[src/rtl/pwm_deadtime_v1_0.sv]
// pwm_deadtime_v1_0: splits a single pwm into complementary gate drives with a programmable dead gap.
// Define DEADTIME_FAULT_EN to add the fault trip input, clear input and latched fault state.
module pwm_deadtime_v1_0 #(
    parameter int width = 16
) (
    input  logic             clk,
    input  logic             rst,
    input  logic             pwm_in,
    input  logic [width-1:0] deadtime,
`ifdef DEADTIME_FAULT_EN
    input  logic             fault,
    input  logic             fault_clr,
    output logic             fault_latched,
`endif
    output logic             pwm_h,
    output logic             pwm_l,
    output logic             dt_active
);

    // state   | meaning
    // S_LOW   | low-side gate on
    // S_HIGH  | high-side gate on
    // S_DT    | both gates off, counting toward target level
    // S_FAULT | both gates off until fault cleared (fault build only)
    typedef enum logic [1:0] {
        S_LOW   = 2'd0,
        S_HIGH  = 2'd1,
        S_DT    = 2'd2,
        S_FAULT = 2'd3
    } state_t;

    state_t           state, state_nxt;
    logic             target, target_nxt;
    logic [width-1:0] cnt, cnt_nxt;
    logic [width-1:0] dt_reg, dt_nxt;
    logic             pwm_q;
    logic [width:0]   cnt_inc;

    // one extra bit so cnt+1 cannot wrap against a full-scale dead time
    assign cnt_inc = {1'b0, cnt} + {{width{1'b0}}, 1'b1};

    always_comb begin
        state_nxt  = state;
        target_nxt = target;
        cnt_nxt    = cnt;
        dt_nxt     = dt_reg;
        case (state)
            S_LOW: begin
                if (pwm_q) begin
                    state_nxt  = S_DT;
                    target_nxt = 1'b1;
                    cnt_nxt    = '0;
                    dt_nxt     = deadtime;
                end
            end
            S_HIGH: begin
                if (!pwm_q) begin
                    state_nxt  = S_DT;
                    target_nxt = 1'b0;
                    cnt_nxt    = '0;
                    dt_nxt     = deadtime;
                end
            end
            S_DT: begin
                if (pwm_q != target) begin
                    target_nxt = pwm_q;
                    cnt_nxt    = '0;
                end else if (cnt_inc >= {1'b0, dt_reg}) begin
                    state_nxt = target ? S_HIGH : S_LOW;
                end else begin
                    cnt_nxt = cnt_inc[width-1:0];
                end
            end
`ifdef DEADTIME_FAULT_EN
            S_FAULT: begin
                if (fault_clr && !fault) begin
                    state_nxt  = S_DT;
                    target_nxt = pwm_q;
                    cnt_nxt    = '0;
                    dt_nxt     = deadtime;
                end
            end
`endif
            default: begin
                state_nxt  = S_DT;
                target_nxt = 1'b0;
                cnt_nxt    = '0;
            end
        endcase
`ifdef DEADTIME_FAULT_EN
        // a trip overrides whatever the normal sequencing decided this cycle
        if (fault) begin
            state_nxt = S_FAULT;
        end
`endif
    end

    always_ff @(posedge clk) begin
        if (rst) begin
            state     <= S_DT;
            target    <= 1'b0;
            cnt       <= '0;
            dt_reg    <= deadtime;
            pwm_q     <= 1'b0;
            pwm_h     <= 1'b0;
            pwm_l     <= 1'b0;
            dt_active <= 1'b1;
`ifdef DEADTIME_FAULT_EN
            fault_latched <= 1'b0;
`endif
        end else begin
            state     <= state_nxt;
            target    <= target_nxt;
            cnt       <= cnt_nxt;
            dt_reg    <= dt_nxt;
            pwm_q     <= pwm_in;
            pwm_h     <= (state_nxt == S_HIGH);
            pwm_l     <= (state_nxt == S_LOW);
            dt_active <= (state_nxt == S_DT);
`ifdef DEADTIME_FAULT_EN
            fault_latched <= (state_nxt == S_FAULT);
`endif
        end
    end

endmodule
[config.mk]
export PLATFORM = sky130hd
export DESIGN_NAME = pwm_deadtime_v1_0
export DESIGN_NICKNAME = d
export VERILOG_FILES = /design/src/rtl/pwm_deadtime_v1_0.sv
export SDC_FILE = /design/constraint.sdc
export NUM_CORES = 1
export LEC_CHECK = 0
export ABC_AREA = 1
export BUFFER_PORTS_ARGS = -buffer_cell sky130_fd_sc_hd__buf_2
export CORE_MARGIN = 1
export CORE_UTILIZATION = 55
export CTS_BUF_LIST = sky130_fd_sc_hd__clkbuf_8
export CTS_CLUSTER_DIAMETER = 100
export DETAILED_ROUTE_END_ITERATION = 10
export GPL_TIMING_DRIVEN = 0
export PLACE_DENSITY = 0.77
export SLEW_MARGIN = 5
export SYNTH_ARGS = -nofsm -noshare
export SYNTH_HDL_FRONTEND = slang
export SYNTH_SLANG_ARGS = --single-unit
[constraint.sdc]
create_clock -name clk -period 2.81 [get_ports clk]
set_clock_uncertainty 0.1 [all_clocks]
set_input_delay 0.281 -clock clk [delete_from_list [all_inputs] [get_ports clk]]
set_output_delay 0.281 -clock clk [all_outputs]
set_load 0.01 [all_outputs]
; ---- After elaboration in Yosys (flattened, before gate mapping)
; Index checks and enable logic that the tools add are counted.
[totals]
ff_bits = 39
inputBits = 19
[classes]
magnitude_cmp = 1
muxes = 19
addsub = 1
reduce_logical = 6
n_eq_ne = 11
[op_table]
columns = op, count
row1 = 16-bit 2-to-1 mux, 7
row2 = 16-bit case mux with 3 select lines, 1
row3 = 16-bit case mux with 2 select lines, 1
row4 = 16-bit by 1-bit adder with 17-bit output (second input constant), 1
row5 = 17-bit by 16-bit greater-or-equal comparator with 1-bit output, 1
row6 = 3-bit != test (second input constant), 3
row7 = 3-bit AND reduction, 3
row8 = 2-bit 2-to-1 mux, 4
row9 = 2-bit != test (second input constant), 3
row10 = 2-bit case mux with 3 select lines, 1
row11 = 2-bit by 1-bit == test with 1-bit output (second input constant), 2
row12 = 2-bit == test (second input constant), 2
row13 = 2-bit zero test, 2
row14 = 1-bit 2-to-1 mux, 4
row15 = 1-bit case mux with 3 select lines, 1
row16 = 3-bit nonzero test, 1
row17 = 1-bit != test, 1

; ---- Logic depth before layout (Yosys ltp)
[logic_depth]
ltp_word = 6
mapped_depth = 21
mapped_depth_nobuf = 20

; ---- Worst setup path after synthesis
; OpenSTA, ideal clock, no wires.
[synth_path]
path_kind = register to register
startpoint = register cnt[0]
endpoint = register cnt[10]
setup_time_ns = 0.113
path_stages_with_launch = 21
arrival_time_ns = 2.537
synth_period_minus_slack_ns = 2.750
setup_slack_ns = 0.060
required_ns = 2.597
cell_sequence = dfxtp_1 -> ha_1 -> nand3_4 -> nor2_4 -> nand3_1 -> nor2_1 -> nand2_1 -> xor2_1 -> inv_1 -> ha_1 -> a21oi_1 -> o211ai_1 -> inv_1 -> nand2_1 -> nor2_2 -> nand3_2 -> nand2_4 -> nand2_4 -> buf_12 -> nand3_2 -> nand2_1
[synth_between]
elab_chain_cells = 4
elab_cells_between_ends = 7
cone_classes = 1 x add/sub / 1 x order compare / 1 x eq/ne / 3 x mux / 1 x reduce/logical
[synth_lines]
columns = item, line_no
row1 = "start, declared", 34  ; logic [width-1:0] cnt, cnt_nxt;
row2 = "start signal, assigned", 114  ; cnt <= cnt_nxt;
row3 = 16-bit by 1-bit adder with 17-bit output *, 40  ; assign cnt_inc = {1'b0, cnt} + {{width{1'b0}}, 1'b1};
row4 = 17-bit by 16-bit greater-or-equal comparator with 1-bit output or 16-bit 2-to-1 mux (tied branches), 68  ; end else if (cnt_inc >= {1'b0, dt_reg}) begin
row5 = 3-bit != test (no line) or 16-bit 2-to-1 mux (tied branches), -
row6 = 3-bit AND reduction (no line) or 16-bit case mux with 3 select lines (tied branches), -
; Every way passes the cells marked *; elsewhere a longest branch is shown, timed or not. The select of a mux whose other input is x is not followed.
; A chain may end at the register's enable or synchronous reset.

; ---- Final worst setup path
[layout_path]
startpoint = register cnt[1]
endpoint = register cnt[5]
; The elaborated chain is that of the path after synthesis.

==> reports/metrics.cfg <==
[run_status]
status=complete, but fails checks
violations=setup timing

[global_route]
grt_start_max_net_pins=13
grt.total_usage_pct=25.9
antenna_found_initial=0
grt_pass1_vias=1924
grt_pass1_wl_um=8230
grt-ovfl-total=0

[hold_path]
hp-class=input port to register
hp-start=deadtime[7]
hold_path_depth=1
min_to=dt_reg[7]

[cts]
clkLatencyLatePin_ps=300
numCtsBuffers=5
cts_max_level=2
cts_hold_buf=0
cts_buffer_depth=2
cts-root-buf=clkbuf_8
clock_sinks=39
cts.clk_slew.worst_paths_ps=70
tritoncts=built

[worst_setup_path]
path_class=register to register
critPathRequiredTime_ps=2890
critPathBufInv=3
slowest_delay_ps=390
worstPathMaxFanout=7
r2r_setup_slack_ps=-290
path_common_cell=nand4_1
crit_chain=nand2_2, nor2_4, nand4_1, buf_4, xnor2_1, ha_1, nand4_1, inv_1, a21oi_1, nor2_1, nor2_2, nand3_2, nand2_4, nand2_8, buf_8, nand3_1, nand2_1
startpoint_type=register
timing.rr.end=cnt[5]
r2r_cells=17
endpoint_kind=register
cp_slowest_cell=dfxtp_2
r2r-start=cnt[1]
path_delay_family=simple AND/OR/NAND/NOR gates
worstPathArrival_ps=3180

[floorplanning]
std_cell_rows=22
die_w_um=65.7
die_h_um=65.7
io_pins=22
die_area_mm2=0.00431
fp.coreArea_mm2=0.00377
start_util_pct=59.1

[cells_and_area]
fin_util_pct=74.7
drive_above_1_share_pct=32.2
syn_to_final_growth_pct=26.3
final_nets=336
post-route-cell-area_mm2=0.00282
n_antenna_cell=0

[synth]
yosys.cell_types.count=28
netlist_area_mm2=0.00223
ys_seq_area_share_pct=42.2
synth_mux_area_share_pct=0
syn_nets=290
synth_area_leader_cell=edfxtp_1
synthSimpleGateAreaFrac_pct=28.7
synth_seq_cells=39
yosys_warnings=0
synthTopCellsByArea=edfxtp_1 (22%), dfxtp_1 (21%), ha_1 (9.5%)
synth_xor_area_share_pct=5.89
postSynthCellCount=254
synth_compound_area_share_pct=4.38
avgSynthCellArea_um2=8.78
synthAdderAreaFrac_pct=9.54
synth.top_cell.area_share_pct=21.5
synth_top_family_by_area=simple AND/OR/NAND/NOR gates

[timing]
rsz0062_at_grt=true
finalCriticalPeriod_ps=3100
fin_crit_sh_pct=110
final_max_slew_viol_count=0
clock.fmax_mhz=323
tightest_slew_ps=675
setup_violations=21
max-slew-margin-rel_pct=54.7
hold_ws_ps=51.6
final_hold_viol_count=0
finalWorstSetupSlack_ps=-287

[drt]
wire_per_inst_um=16.2
viasPerCell=5.79
drtAntennaViolNets=0
drt_drc_violations_left=0
vias=2019
wl_um=5650
dr.pass1.iters=5
drt_iter0_drc=174

[place]
dpl-instance-area_mm2=0.00241
dpl_worst_slack_ps=-321
hpwlAfterDp_um=3180
portBuffers=21
gp_congestion=0.884

[pwr]
power_w=0.00111
p_leak_nw=1.40
p_per_area_mw_per_mm2=393
peakVddDrop_mv=0.422

[run]
max_cap_violations=0

final cells by class:
class,instances,area (µm²)
clock buffers,6,82.6
flip-flops and latches,39,957
multi-input cells,168,1220
fillers,235,956
repair buffers,39,272
clock inverters,2,8.76
well taps,48,60.1
inverters,41,156
plain buffers,6,53.8
per-stage QoR:
step,TNS [ps],cells
6_report,-4580,349
5_1_grt,-6850,349
4_1_cts,-1770,347
3_5_place_dp,-5070,324
3_3_place_gp,-4750,323
2_1_floorplan,0,254
Yosys cell counts, drive strengths merged:
library cell	instances
o211ai	1
o21ai	4
nor3	2
clkbuf	2
nand3	23
inv	41
xor2	9
o21bai	1
nand4	25
ha	17
edfxtp	16
nor4	1
nand2	52
xnor2	6
buf	4
a21o	1
a21oi	11
dfxtp	23
nor2	15
metal layers:
layer	track usage [%]	share of wire, %	vias to the layer above	wire length (µm)
li1	-	-	942	-
met4	14.9	4.7	0	263
met3	5.73	6.9	37	392
met1	30.9	38	931	2170
met5	0	0	-	0
met2	42.5	50	109	2820
repair_timing:
action,CTS,global route
gates resized for setup,16,24
pin swaps,15,13
setup endpoints to repair,21,21
gates cloned,1,0
setup buffers,14,2
report_power, final:
group / switching [W] / internal [W]
logic: 0.0000606 / 0.0000404
registers: 0.0000103 / 0.000606
clock network: 0.000194 / 0.000194
total: 0.000265 / 0.000841
cells by family (layout without fill, tap and decap cells):
group | Yosys count | count (layout)
compound gates | 18 | 18
simple gates | 118 | 118
xor+xnor | 15 | 15
buf+inv | 47 | 94
flops | 39 | 39
fa+ha+maj | 17 | 17
worst max path at each step:
| stage | from | end | slack [ps] | depth (start not counted) |
|---|---|---|---|---|
| after floorplan | cnt[0] | cnt[10] | 60 | 20 |
| after global placement | cnt[2] | cnt[10] | -300 | 16 |
| after detailed placement | cnt[2] | cnt[1] | -320 | 16 |
| after CTS | cnt[1] | pwm_l | -110 | 17 |
| after global routing | cnt[0] | cnt[5] | -430 | 20 |
| final | cnt[1] | cnt[5] | -290 | 17 |
cells in the final DEF, fill, tap and decap left out, types with 2 or more instances in the layout:
master / synthesis / final
dfxtp_2: 0 / 4
buf_2: 0 / 21
xnor2_2: 0 / 2
xnor2_1: 6 / 4
edfxtp_1: 16 / 16
nor2_2: 2 / 3
nand3_2: 10 / 14
dfxtp_1: 23 / 16
dfxtp_4: 0 / 3
ha_4: 0 / 4
clkbuf_1: 2 / 2
o21ai_0: 4 / 3
inv_1: 41 / 40
xor2_1: 9 / 8
a21oi_1: 11 / 10
nand3_1: 12 / 7
nand3_4: 1 / 2
nand2_2: 2 / 6
buf_6: 1 / 2
nor2_4: 1 / 2
ha_1: 17 / 13
nand2_1: 48 / 44
nand4_1: 25 / 25
nor2_1: 12 / 10
buf_4: 2 / 17
clkbuf_8: 0 / 6
(Power assumes the default switching activity.)
